--- src/rtl/demux_reg_2sh.sv ---
// -----------------------------------------------------------------------------
// demux_reg_2sh
//
// Registered 2-share demultiplexer for the threshold-implementation PRINCE
// datapath. One masked word (shares in1/in2) is accepted per valid/ready
// handshake and steered to destination A (sel = 0) or B (sel = 1). Each
// destination owns a one-entry output register with its own valid/ready
// handshake, so A and B drain independently of each other.
//
// The two shares of a word live in separate registers and travel through
// separate logic cones. No signal ever combines share 1 with share 2.
//
// Optional feature macro: DEMUX_REFRESH_EN
//   When defined, a fresh random word rnd is XORed into both shares on the
//   accepting edge (share1 ^ rnd, share2 ^ rnd). The unmasked value is kept,
//   and each XOR touches only one share. When undefined, the rnd port does
//   not exist and the shares are loaded unmodified.
//
// Parameters:
//   N         datapath width per share in bits (default 64)
//
// Ports:
//   clk       clock, all state updates on the rising edge
//   rst       synchronous active-high reset
//   in_valid  input word present
//   in_ready  block can accept the input word this cycle (combinational)
//   sel       destination select, sampled only on acceptance
//   in1/in2   share 1 / share 2 of the input word
//   a_valid   slot A holds a word
//   a_ready   consumer A takes the word
//   a1/a2     share 1 / share 2 held in slot A
//   b_valid   slot B holds a word
//   b_ready   consumer B takes the word
//   b1/b2     share 1 / share 2 held in slot B
//   rnd       fresh randomness (only with DEMUX_REFRESH_EN)
// -----------------------------------------------------------------------------
module demux_reg_2sh #(
    parameter int N = 64
) (
    input  logic         clk,
    input  logic         rst,
    input  logic         in_valid,
    output logic         in_ready,
    input  logic         sel,
    input  logic [N-1:0] in1,
    input  logic [N-1:0] in2,
    output logic         a_valid,
    input  logic         a_ready,
    output logic [N-1:0] a1,
    output logic [N-1:0] a2,
    output logic         b_valid,
    input  logic         b_ready,
    output logic [N-1:0] b1,
    output logic [N-1:0] b2
`ifdef DEMUX_REFRESH_EN
    ,
    input  logic [N-1:0] rnd
`endif
);

    // Per-slot state: one valid flag plus two share registers each.
    logic         a_valid_q, a_valid_d;
    logic         b_valid_q, b_valid_d;
    logic [N-1:0] a1_q, a1_d;
    logic [N-1:0] a2_q, a2_d;
    logic [N-1:0] b1_q, b1_d;
    logic [N-1:0] b2_q, b2_d;

    // Handshake helpers.
    logic         a_can_take_s;
    logic         b_can_take_s;
    logic         accept_s;
    logic         load_a_s;
    logic         load_b_s;
    logic         a_drain_s;
    logic         b_drain_s;

    // Share-local load values; share 1 and share 2 are built in separate cones.
    logic [N-1:0] sh1_load_s;
    logic [N-1:0] sh2_load_s;

    // Handshake decode: a slot can take a word when empty or draining this
    // cycle. in_ready only looks at sel and the slot handshakes, never data.
    always_comb begin
        a_can_take_s = (!a_valid_q) || a_ready;
        b_can_take_s = (!b_valid_q) || b_ready;
        if (sel) begin
            in_ready = b_can_take_s;
        end else begin
            in_ready = a_can_take_s;
        end
        accept_s  = in_valid && in_ready;
        load_a_s  = accept_s && (!sel);
        load_b_s  = accept_s && sel;
        a_drain_s = a_valid_q && a_ready;
        b_drain_s = b_valid_q && b_ready;
    end

`ifdef DEMUX_REFRESH_EN
    // Share refresh: the same mask goes into both shares so their XOR is
    // unchanged; each share only meets rnd, never the other share.
    always_comb begin
        sh1_load_s = in1 ^ rnd;
        sh2_load_s = in2 ^ rnd;
    end
`else
    // Shares pass through unmodified.
    always_comb begin
        sh1_load_s = in1;
        sh2_load_s = in2;
    end
`endif

    // Slot A next state: load on accept, otherwise clear valid on drain.
    // Data registers change only on a load; a drained slot keeps stale data.
    always_comb begin
        a_valid_d = a_valid_q;
        a1_d      = a1_q;
        a2_d      = a2_q;
        if (load_a_s) begin
            a_valid_d = 1'b1;
            a1_d      = sh1_load_s;
            a2_d      = sh2_load_s;
        end else if (a_drain_s) begin
            a_valid_d = 1'b0;
        end else begin
            a_valid_d = a_valid_q;
        end
    end

    // Slot B next state: same rule as slot A, fully independent of it.
    always_comb begin
        b_valid_d = b_valid_q;
        b1_d      = b1_q;
        b2_d      = b2_q;
        if (load_b_s) begin
            b_valid_d = 1'b1;
            b1_d      = sh1_load_s;
            b2_d      = sh2_load_s;
        end else if (b_drain_s) begin
            b_valid_d = 1'b0;
        end else begin
            b_valid_d = b_valid_q;
        end
    end

    // State registers; reset wins over any handshake in the same cycle, so a
    // word accepted while rst is high is discarded.
    always_ff @(posedge clk) begin
        if (rst) begin
            a_valid_q <= 1'b0;
            b_valid_q <= 1'b0;
            a1_q      <= {N{1'b0}};
            a2_q      <= {N{1'b0}};
            b1_q      <= {N{1'b0}};
            b2_q      <= {N{1'b0}};
        end else begin
            a_valid_q <= a_valid_d;
            b_valid_q <= b_valid_d;
            a1_q      <= a1_d;
            a2_q      <= a2_d;
            b1_q      <= b1_d;
            b2_q      <= b2_d;
        end
    end

    // Outputs come straight from registers.
    assign a_valid = a_valid_q;
    assign b_valid = b_valid_q;
    assign a1      = a1_q;
    assign a2      = a2_q;
    assign b1      = b1_q;
    assign b2      = b2_q;

endmodule

--- config.mk ---
export PLATFORM = sky130hd
export DESIGN_NAME = demux_reg_2sh
export DESIGN_NICKNAME = d
export VERILOG_FILES = /design/src/rtl/demux_reg_2sh.sv
export SDC_FILE = /design/constraint.sdc
export NUM_CORES = 1
export LEC_CHECK = 0
export ABC_CLOCK_PERIOD_IN_PS = 1250
export CORE_AREA = 2 2 152 154
export CTS_CLUSTER_SIZE = 25
export DETAILED_ROUTE_END_ITERATION = 8
export DIE_AREA = 0 0 154 156
export DONT_BUFFER_PORTS = 1
export PLACE_DENSITY = 0.73
export SLEW_MARGIN = 20
export SYNTH_ARGS = -nofsm -noshare
export SYNTH_HDL_FRONTEND = slang
export SYNTH_SLANG_ARGS = --single-unit
--- constraint.sdc ---
create_clock -name clk -period 1.25 [get_ports clk]
set_input_delay 0.3125 -clock clk [delete_from_list [all_inputs] [get_ports clk]]
set_output_delay 0.3125 -clock clk [all_outputs]
set_load 0.02 [all_outputs]
==> out/results.ini, run 1 <==
[synthesis]
ys_seq_elements=258
ys_warn_count=0
syn_area_sq_um=10600
syn_area_per_cell_sq_um=10.8
yosysUniqueCellTypes=14
synth_fp_nets=1113
synthesis.instances=979
yosysSeqAreaShare=0.488

[clocking]
cts_resized=486
cts_root_buffer=clkbuf_16
htreeDepth=1
clockBufferDepth=3
cts_hold_buf=261
post-cts-setup-buffers=9
clkSinkCount=258
cts_buffers=26

[outcome]
run.stop_error=[ERROR RSZ-0060] Max buffer count reached.
haltStage=clock tree synthesis
status=did not finish

[die]
rows=55
num_io_pins=393
initial_core_util=0.473
fp.dieH_um=156
die_w_um=154

[placed_design]
dp_hpwl_um=17200
globalplace.congestion=0.776
portBuffers=0

[kinds of logic after synthesis]
group,count (synthesis),synth area share
AOI/OAI and AO/OA,2,0.000947
buffers and inverters,72,0.0355
and+or+nand+nor,390,0.232
DFF,258,0.488
muxes,257,0.243
[metrics by stage]
step / TNS, ns / cell area [sq um] / instances / setup slack (ns)
3_5_place_dp: -2.07 / 11100 / 1238 / -0.0838
2_1_floorplan: -0.0744 / 10600 / 979 / -0.00248
3_3_place_gp: -0.00181 / 11100 / 1238 / -0.00109
[synth_stat cells]
cell | instances | area (sq um)
nand2b_1 | 385 | 2410
dfxtp_1 | 258 | 5160
mux2i_1 | 256 | 2560
clkbuf_1 | 40 | 150
buf_2 | 21 | 105
buf_6 | 10 | 113
a21oi_1 | 2 | 10.0
and3_1 | 1 | 6.26
and3b_1 | 1 | 8.76
buf_4 | 1 | 7.51
mux2_2 | 1 | 11.3
nand2b_4 | 1 | 13.8
nand3_1 | 1 | 5.00
nand3b_1 | 1 | 7.51
==> run 2: changes to the inputs <==
==> config.mk (replaced) <==
export PLATFORM = sky130hd
export DESIGN_NAME = demux_reg_2sh
export DESIGN_NICKNAME = d
export VERILOG_FILES = /design/src/rtl/demux_reg_2sh.sv
export SDC_FILE = /design/constraint.sdc
export NUM_CORES = 1
export LEC_CHECK = 0
export ABC_CLOCK_PERIOD_IN_PS = 1600
export CORE_MARGIN = 2
export CORE_UTILIZATION = 40
export DETAILED_ROUTE_END_ITERATION = 8
export DONT_BUFFER_PORTS = 1
export PLACE_DENSITY_LB_ADDON = 0.15
export SLEW_MARGIN = 20
export SYNTH_ARGS = -nofsm -noshare
export SYNTH_HDL_FRONTEND = slang
export SYNTH_SLANG_ARGS = --single-unit
==> constraint.sdc (replaced) <==
create_clock -name clk -period 1.6 [get_ports clk]
set_input_delay 0.4 -clock clk [delete_from_list [all_inputs] [get_ports clk]]
set_output_delay 0.4 -clock clk [all_outputs]
set_load 0.02 [all_outputs]
==> out/results.ini, run 2 <==
[synthesis]
synth_top_family_by_area=multiplexers
ys_async_sr_fraction=0  ; unchanged
yosysTopAreaCell=dfxtp_1
synthesis.instances=979  ; unchanged
synth-edff-count=0  ; unchanged
syn_area_sq_um=10600  ; unchanged
synth_compound_gate_area_share=0.000947  ; unchanged
yosys.cell_count.top_type=nand2b_1
synth_top_area_share=0.488  ; unchanged
ys_warn_count=0  ; unchanged
ys.flop_type=dfxtp_1
syn_area_per_cell_sq_um=10.8  ; unchanged
synth-simple-area-share=0.232  ; unchanged
synthAdderAreaFrac=0  ; unchanged
yosysUniqueCellTypes=14  ; unchanged
synth_common_cells=385 x nand2b_1, 258 x dfxtp_1, 256 x mux2i_1, 40 x clkbuf_1, 21 x buf_2
synth_xor_xnor_area_share=0  ; unchanged
ys_seq_elements=258  ; unchanged
yosysSeqAreaShare=0.488  ; unchanged
synthMuxAreaShare=0.243  ; unchanged
synth_area_leaders=dfxtp_1 49%, mux2i_1 24%, nand2b_1 23%, clkbuf_1 1.4%, buf_6 1.1%
synth_fp_nets=1113  ; unchanged

[placed_design]
globalplace.congestion=0.774  ; -0.26%
place_area_sq_um=11000  ; -0.94%
portBuffers=0  ; unchanged
dp_slack_ns=0.0714  ; +0.155 ns
dp_hpwl_um=17900  ; +4.1%
placedCellCount=1268  ; +2.4%

[finish]
final_core_utilization=0.464
layout_common_cells=384 x nand2b_1, 256 x mux2i_1, 256 x dfxtp_1
stdcell_area_sq_um=12100
areaGrowthSynthToFinish_pct=14.0
nets=1101
drive_above_1_share=0.0820
finalNonFillerCells=1323
layout_commonest_cell=nand2b_1
n_antenna_cell=0
num-fill-cells=2441

[flow_run]
maxCapViolCount=0

[clocking]
clock_latency_ns=0.53
clockBufferDepth=3  ; unchanged
clkTransAtPathRegs_ns=0.06
cts_root_buffer=clkbuf_16
cts_buffers=28  ; +7.7%
clkSinkCount=258  ; unchanged
htreeDepth=1  ; unchanged
tritoncts=done

[worst_setup_path]
cp_max_fo=3
path_class=reg -> out
arrival_ns=1.26
slowest_delay_ns=0.35
critPathCaptureType=output port
required_ns=1.20
crit_family=flip-flops
crit_path_start_kind=register
crit_path_top_delay_cell=dfxtp_2
startpoint=b_valid
reg2reg_from=a_valid
crit_buf_inv=0
cp_cell_sequence=nand2b_4 -> mux2_4

[routing]
drtIter0Drc=387
viasPerCell=4.89
vias=6470
drcViolationCount=0
post_drt_wl_per_cell_um=19.2
first_pass_iters=4
wl_um=25500
postRouteAntennaNets=0

[sta]
setup_ws_ns=-0.0637
drv_slew=0
fin_crit_ns=1.66
hold_viol=0
rsz0062_at_grt=yes
slew-limit-headroom=0.666
finalCritPeriodShare=1.04
worstMarginPinSlew_ns=0.501
clock_skew_ns=0.00865
max_freq_ghz=0.601
setup_viol=1

[power_and_ir_drop]
clockPowerShare=0.442
pwr-share-seq=0.492
swShare=0.244
leakagePower_nw=5.03
switching_power_mw=3.70
ir_worst_vdd_v=0.000886
internal-power_mw=11.5
powerDensity_nw_per_um2=1260
power_frac_comb=0.067

[min_path]
worst_hold_path_type=in -> reg
hold_path_startpoint=in2[6]

[global_route]
grt.total_usage=0.174
antenna_found_initial=0
grt_pass1_wl_um=38900
gr-total-overflow=0
grt_pass1_vias=6526
grt_max_degree=386

[die]
initial_core_util=0.407  ; -0.0659
fp.dieH_um=167  ; +6.8%
rows=59  ; +7.3%
coreArea_sq_um=26000
die_w_um=167  ; +8.2%
die-area_sq_um=27800
num_io_pins=393  ; unchanged

[outcome]
violations=negative setup slack
status=complete, but fails checks

==> run 2: cells by family (layout without fill, tap and decap cells) <==
logic type | Yosys count | count (layout)
AO/OA/AOI/OAI | 2 | 2
AND/OR/NAND/NOR | 390 | 390
flip-flops | 258 | 258
buffers and inverters | 72 | 81
multiplexers | 257 | 257
==> run 2: what timing repair did <==
action,in CTS,in global routing
gates resized for setup,5,0
endpoints found under the setup margin,1,1
hold endpoints to repair,2,0
buffers inserted,0,3
hold buffers,1,0
==> run 2: final cells by class <==
cell class                      count  area, sq um  area share
Clock buffer                       39          803      0.0667
Clock inverter                     12          160      0.0133
Tap cell                          335          419      0.0348
Timing Repair Buffer               30          440      0.0365
Sequential cell                   258         5170       0.429
Multi-Input combinational cell    649         5060       0.420
==> run 2: final timing paths <==
| kind | end | cells past startpoint | slack [ns] |
|---|---|---|---|
| max | in_ready | 2 | -0.06 |
| min reg2reg | a_valid | 2 | 0.50 |
| min | b2[6] | 2 | 0.05 |
| max reg2reg | a1[32] | 6 | 0.15 |
==> run 2: power by group through the flow <==
stage	clock, mW	sequential, mW	combinational, mW
3_3_place_gp	0	7.62	0.994
6_report	6.70	7.46	1.01
5_1_grt	7.15	7.50	1.10
2_1_floorplan	0	7.48	0.882
4_1_cts	6.91	7.47	1.02
3_5_place_dp	0	7.61	1.01
==> run 2: per-layer routing <==
metal / share of wire / wire, um / GRT usage / vias to the layer above
met2: 0.47 / 11900 / 0.288 / 285
met4: 0.048 / 1220 / 0.0810 / 0
met3: 0.098 / 2500 / 0.0675 / 63
li1: - / - / - / 3169
met1: 0.39 / 9900 / 0.198 / 2953
met5: 0 / 0 / 0 / -
==> run 2: worst reg2reg max path, cell delays in order, from the launching register on <==
cell,delay (ns)
dfxtp_2,0.33
nand2b_4,0.07
buf_4,0.11
and3b_4,0.23
buf_12,0.20
buf_12,0.22
mux2i_1,0.22
==> run 2: per-stage QoR <==
stage / total power, mW / setup TNS [ns] / hold slack [ns]
finish: 15.2 / -0.0637 / 0.0460
global route: 15.7 / -0.122 / 0.0251
CTS: 15.4 / -0.111 / 0.0160
detailed placement: 8.63 / 0 / 0.501
global placement: 8.61 / 0 / 0.510
floorplan: 8.37 / 0 / 0.546
Note: power is estimated with default switching activity, not from simulation.
==> RTL edit 1 (config.mk and constraints of run 2) <==
Add a define of `DEMUX_REFRESH_EN`.
--- a/src/rtl/demux_reg_2sh.sv
+++ b/src/rtl/demux_reg_2sh.sv
@@ -35,4 +35,6 @@
 //   rnd       fresh randomness (only with DEMUX_REFRESH_EN)
 // -----------------------------------------------------------------------------
+`define DEMUX_REFRESH_EN
+
 module demux_reg_2sh #(
     parameter int N = 64
Ports: changed (added rnd); port bits go from 393 to 457. No check against the original RTL was run, so the function may have changed too.
==> RTL edit 1 against run 2 <==
- the flow finishes with violations (hold timing)
- first-iteration DRC count grew 54%
- power is 4.8% higher
- clock skew increased by 0.0038 ns
- design area down 1.7%
- synthesized area increased by 0.67%
- sequential cell count unchanged
- wire length up 30%
- worst setup slack gained 0.083 ns
- largest cell class unchanged
==> RTL edit 1: results (changes against run 2) <==
* ANT cells at 0 (unchanged)
* Leak Pwr at 3.73 nW (was 5.03 nW)
* Root Driver: clkbuf_16 (unchanged)
* Crit path DAT at 1.18 ns (was 1.26 ns)
* Unique cell type count in the Yosys netlist at 17 (was 14)
* CP peak stage delay at 0.32 ns (was 0.35 ns)
* Hold crit path type: in -> reg (unchanged)
* Detail-routed via count per cell at 5.99 (was 4.89)
* Synth warnings at 0 (unchanged)
* Vias in the first global route at 7881 (was 6526)
* Hold_sp: rst (was in2[6])
* Ranking of synthesized cells by area: dfxtp_1, a21oi_1, a211oi_1, a211oi_2, xnor2_1 (was dfxtp_1, mux2i_1, nand2b_1, clkbuf_1, buf_6)
* Top cells by count, synth: a21oi_1, dfxtp_1, a211oi_1 (was nand2b_1, dfxtp_1, mux2i_1)
* Max IR drop VDD at 0.845 mV (was 0.886 mV)
* Hold Crit Endpoint: a1[53]$_SDFFE_PP0P_ (was b2[6]$_SDFFE_PP0P_)
* Reg-to-reg endpoint: b1[36]$_SDFFE_PP0P_ (was a1[32]$_SDFFE_PP0P_)
* Final hold vios at 3 (was 0)
* Synth Area in Compound Gates at 34.6% (was 0.0947%)
* Place WS at 0.176 ns (was 0.0714 ns)
* Ys async rst share at 0% (unchanged)
* Skew final at 0.0125 ns (was 0.00865 ns)
* Num CTS Buffers at 28 (unchanged)
* 1st-iter DRT viols at 596 (was 387)
* Synth Area in Adders at 0% (unchanged)
* Max FO, Critical Path at 2 (was 3)
* Mux cell area share after synthesis at 0% (was 24.3%)
* GRT Overall Usage at 22.2% (was 17.4%)
* Worst reg-to-reg setup slack at 0.09 ns (was 0.15 ns)
* Worst hold slack at -0.0329 ns (was 0.0460 ns)
* Layout cells sized above 1 at 18.2% (was 8.20%)
* Synth Area in XOR/XNOR at 10.5% (was 0%)
* DP HPWL at 21600 um (was 17900 um)
* R2r startpoint: b_valid$_SDFFE_PP0P_ (was a_valid$_SDFFE_PP0P_)
* Status: complete, but fails checks (unchanged)
* Worst-Margin Slew at 0.628 ns (was 0.501 ns)
* Final wirelength at 33000 um (was 25500 um)
* Synthesized Nets at 1224 (was 1113)
* Largest net degree at the start of global routing at 259 (was 386)
* # fillers at 2524 (was 2441)
* GP Congestion at 0.796 (was 0.774)
* Sequential area share after synthesis at 48.5% (was 48.8%)
* Failing checks: hold timing (was setup timing)
* Hold path cells at 1 (was 2)
* Placed inst area at 10900 sq um (was 11000 sq um)
* CTS Buffer Depth at 3 (unchanged)
* R2R depth at 6 (unchanged)
* I/O Buffers at 0 (unchanged)
* First-pass GRT wire length at 49700 um (was 38900 um)
* H-Tree Depth at 1 (unchanged)
RTL edit 1: worst max-delay path by stage:
stage / startpoint / end / slack [ns] / cells after the start
floorplan: a_ready / in_ready / 0.008 / 6
global placement: in_valid / a2[62]$_SDFFE_PP0P_ / 0.18 / 4
detailed placement: in_valid / a1[39]$_SDFFE_PP0P_ / 0.18 / 4
CTS: b_valid$_SDFFE_PP0P_ / in_ready / -0.004 / 2
global route: b_valid$_SDFFE_PP0P_ / in_ready / -0.03 / 2
finish: b_valid$_SDFFE_PP0P_ / in_ready / 0.02 / 2
RTL edit 1: through the flow:
stage | cells | util (%) | hold WS (ns)
after CTS | 1329 | 45.4 | -0.0738
after floorplan | 1026 | - | 0.586
final | 1329 | 45.4 | -0.0329
after global routing | 1329 | 45.4 | -0.0651
after detailed placement | 1273 | 41.8 | 0.501
after global placement | 1273 | 41.8 | 0.500
RTL edit 1: layout make-up:
class	count	area, sq um	area share [%]
Clock buffer	42	845	7.13
Clock inverter	9	53.8	0.454
Multi-Input combinational cell	653	4910	41.5
Timing Repair Buffer	32	443	3.74
Sequential cell	258	5170	43.6
Tap cell	335	419	3.54
RTL edit 1: repair_timing:
item	in CTS	in global routing
gates resized for setup	5	1
buffers inserted	4	0
setup endpoints to repair	1	1
hold endpoints to repair	201	60
pin swaps	1	0
RTL edit 1: cell families after synthesis:
kind of cell / Yosys count
xor+xnor: 128
compound gates: 514
buf+inv: 115
simple gates: 11
flops: 258
RTL edit 1: metal layers:
layer	up-vias	part of all wire, %	GRT usage, %
met5	-	0	0
met4	0	2.7	6.73
met3	49	8.4	6.17
met2	347	49	37.3
met1	3871	40	27.7
li1	3696	-	-
RTL edit 1: report_power, final:
part	switching [mW]	leakage (nW)	internal, mW	total (mW)
Clock	2.67	0.443	3.63	6.30
Combinational	0.967	1.15	0.767	1.73
Sequential	0.965	2.13	6.90	7.87
Total	4.60	3.73	11.3	15.9
==> RTL edit 2 (settings of run 2) <==
Without the edit above. Reset style: asynchronous (`rst`), changed in one clocked block. Comments in the files are not updated.
--- a/src/rtl/demux_reg_2sh.sv
+++ b/src/rtl/demux_reg_2sh.sv
@@ -147,5 +147,5 @@
     // State registers; reset wins over any handshake in the same cycle, so a
     // word accepted while rst is high is discarded.
-    always_ff @(posedge clk) begin
+    always_ff @(posedge clk or posedge rst) begin
         if (rst) begin
             a_valid_q <= 1'b0;
Function: differs if rst is asserted again (counterexample within 4 cycles, from zero or initial values and one cycle with rst high); with rst held inactive, the same outputs for 4 cycles.
==> RTL edit 2 against run 2 <==
- the flow still finishes with violations (setup timing)
- design area grew 16%
- non-clock buffer count grew 173
- via count shrank 14%
- sequential cell count is the same
- synthesized cell count shrank 44%
- wire length grew 6.2%
- synthesized area shrank 3.4%
- core utilization grew 9.5 points
- worst setup slack lost 0.12 ns
- critical endpoint is now a2[51]$_DFFE_PP0P_
Power is not compared: it rests on default switching activity, and its combinational part moved more than twofold at a synthesized area within 25%.
==> RTL edit 2: results (changes against run 2) <==
* Synth Area in Compound Gates at 0.0980% (was 0.0947%)
* Met3 WL at 2840 um (was 2500 um)
* 1st-iter DRT viols at 227 (was 387)
* Synthesized Nets at 687 (was 1113)
* Sequential area share after synthesis at 63.2% (was 48.8%)
* Crit path DAT at 2.19 ns (was 1.26 ns)
* Setup_tns at -9.71 ns (was -0.0637 ns)
* CP peak stage delay at 0.40 ns (was 0.35 ns)
* GR Util met2 at 32.5% (was 28.8%)
* Vias in the first global route at 6381 (was 6526)
* Reg-to-reg endpoint: a2[51]$_DFFE_PP0P_ (was a1[32]$_SDFFE_PP0P_)
* Final setup viols at 122 (was 1)
* Failing checks: setup timing (unchanged)
* Relative slew slack at 77.4% (was 66.6%)
* Unique cell type count in the Yosys netlist at 16 (was 14)
* Routing usage on met1 at 19.1% (was 19.8%)
* R2R depth at 7 (was 6)
* Slack of the critical path at -0.184 ns (was -0.0637 ns)
* Met1 WL at 9560 um (was 9900 um)
* GRT Overall Usage at 18.0% (was 17.4%)
* Postcts setup bufs at 5 (was 0)
* Detail-routed via count per cell at 5.02 (was 4.89)
* Hold-fix buffers at CTS at 128 (was 1)
* Mapped Cells at 553 (was 979)
* Top_reg_cell synth: dfrtp_1 (was dfxtp_1)
* Crit path kind: reg -> reg (was reg -> out)
* Status: complete, but fails checks (unchanged)
* Dpl cells at 896 (was 1268)
* Met2 wire length at 13900 um (was 11900 um)
* Hold_sp: in2[59] (was in2[6])
* Met3 usage in global routing at 7.02% (was 6.75%)
* Mux cell area share after synthesis at 31.9% (was 24.3%)
* Filler-free cell count of the finished design at 1105 (was 1323)
* Post-layout nets at 892 (was 1101)
* CTS resizes at 51 (was 5)
* Max FO, Critical Path at 12 (was 3)
* DP HPWL at 17100 um (was 17900 um)
* First-pass GRT wire length at 37500 um (was 38900 um)
* Place WS at -0.0602 ns (was 0.0714 ns)
* R2r startpoint: a_valid$_DFFE_PP0P_ (was a_valid$_SDFFE_PP0P_)
* Largest net degree at the start of global routing at 63 (was 386)
RTL edit 2: area by class of cell:
| class | instances | area (sq um) |
|---|---|---|
| fillers | 1941 | 11100 |
| flip-flops and latches | 258 | 6460 |
| multi-input cells | 265 | 3800 |
| repair buffers | 203 | 2370 |
| clock buffers | 41 | 851 |
| well taps | 330 | 413 |
| clock inverters | 6 | 130 |
| inverters | 2 | 11.3 |
RTL edit 2: worst min path at each step:
| stage | to | slack (ns) | cells after the start |
|---|---|---|---|
| floorplan | a_valid$_DFFE_PP0P_ | 0.51 | 1 |
| global placement | b1[17]$_DFFE_PP0P_ | 0.30 | 2 |
| detailed placement | b1[33]$_DFFE_PP0P_ | 0.30 | 2 |
| CTS | a1[16]$_DFFE_PP0P_ | 0.00002 | 1 |
| global route | a1[1]$_DFFE_PP0P_ | 0.0001 | 1 |
| finish | a2[59]$_DFFE_PP0P_ | 0.02 | 1 |
RTL edit 2: cells by family after synthesis:
logic type	Yosys count
buffers and inverters	30
DFF	258
and+or+nand+nor	7
AOI/OAI and AO/OA	2
muxes	256
RTL edit 2: metrics by stage:
step | area, sq um | utilization (%)
6_report | 14000 | 55.9
5_1_grt | 14000 | 55.9
4_1_cts | 13300 | 52.9
3_5_place_dp | 10700 | 42.7
3_3_place_gp | 10700 | 42.7
2_1_floorplan | 10200 | -
RTL edit 2: power groups by stage:
stage	registers (mW)	clock network (mW)	logic, mW
after floorplan	9.89	0	1.73
after global placement	10.3	0	1.89
after detailed placement	10.3	0	1.99
after CTS	10.2	6.96	2.46
after global routing	10.4	7.21	3.05
final	10.3	6.77	2.85
RTL edit 2: worst max-delay path: cells and delay by family (launching register included):
kind	cells	cell delay [ns]
flip-flops	1	0.40
AND/OR/NAND/NOR	2	0.30
buffers and inverters	4	0.62
multiplexers	1	0.34
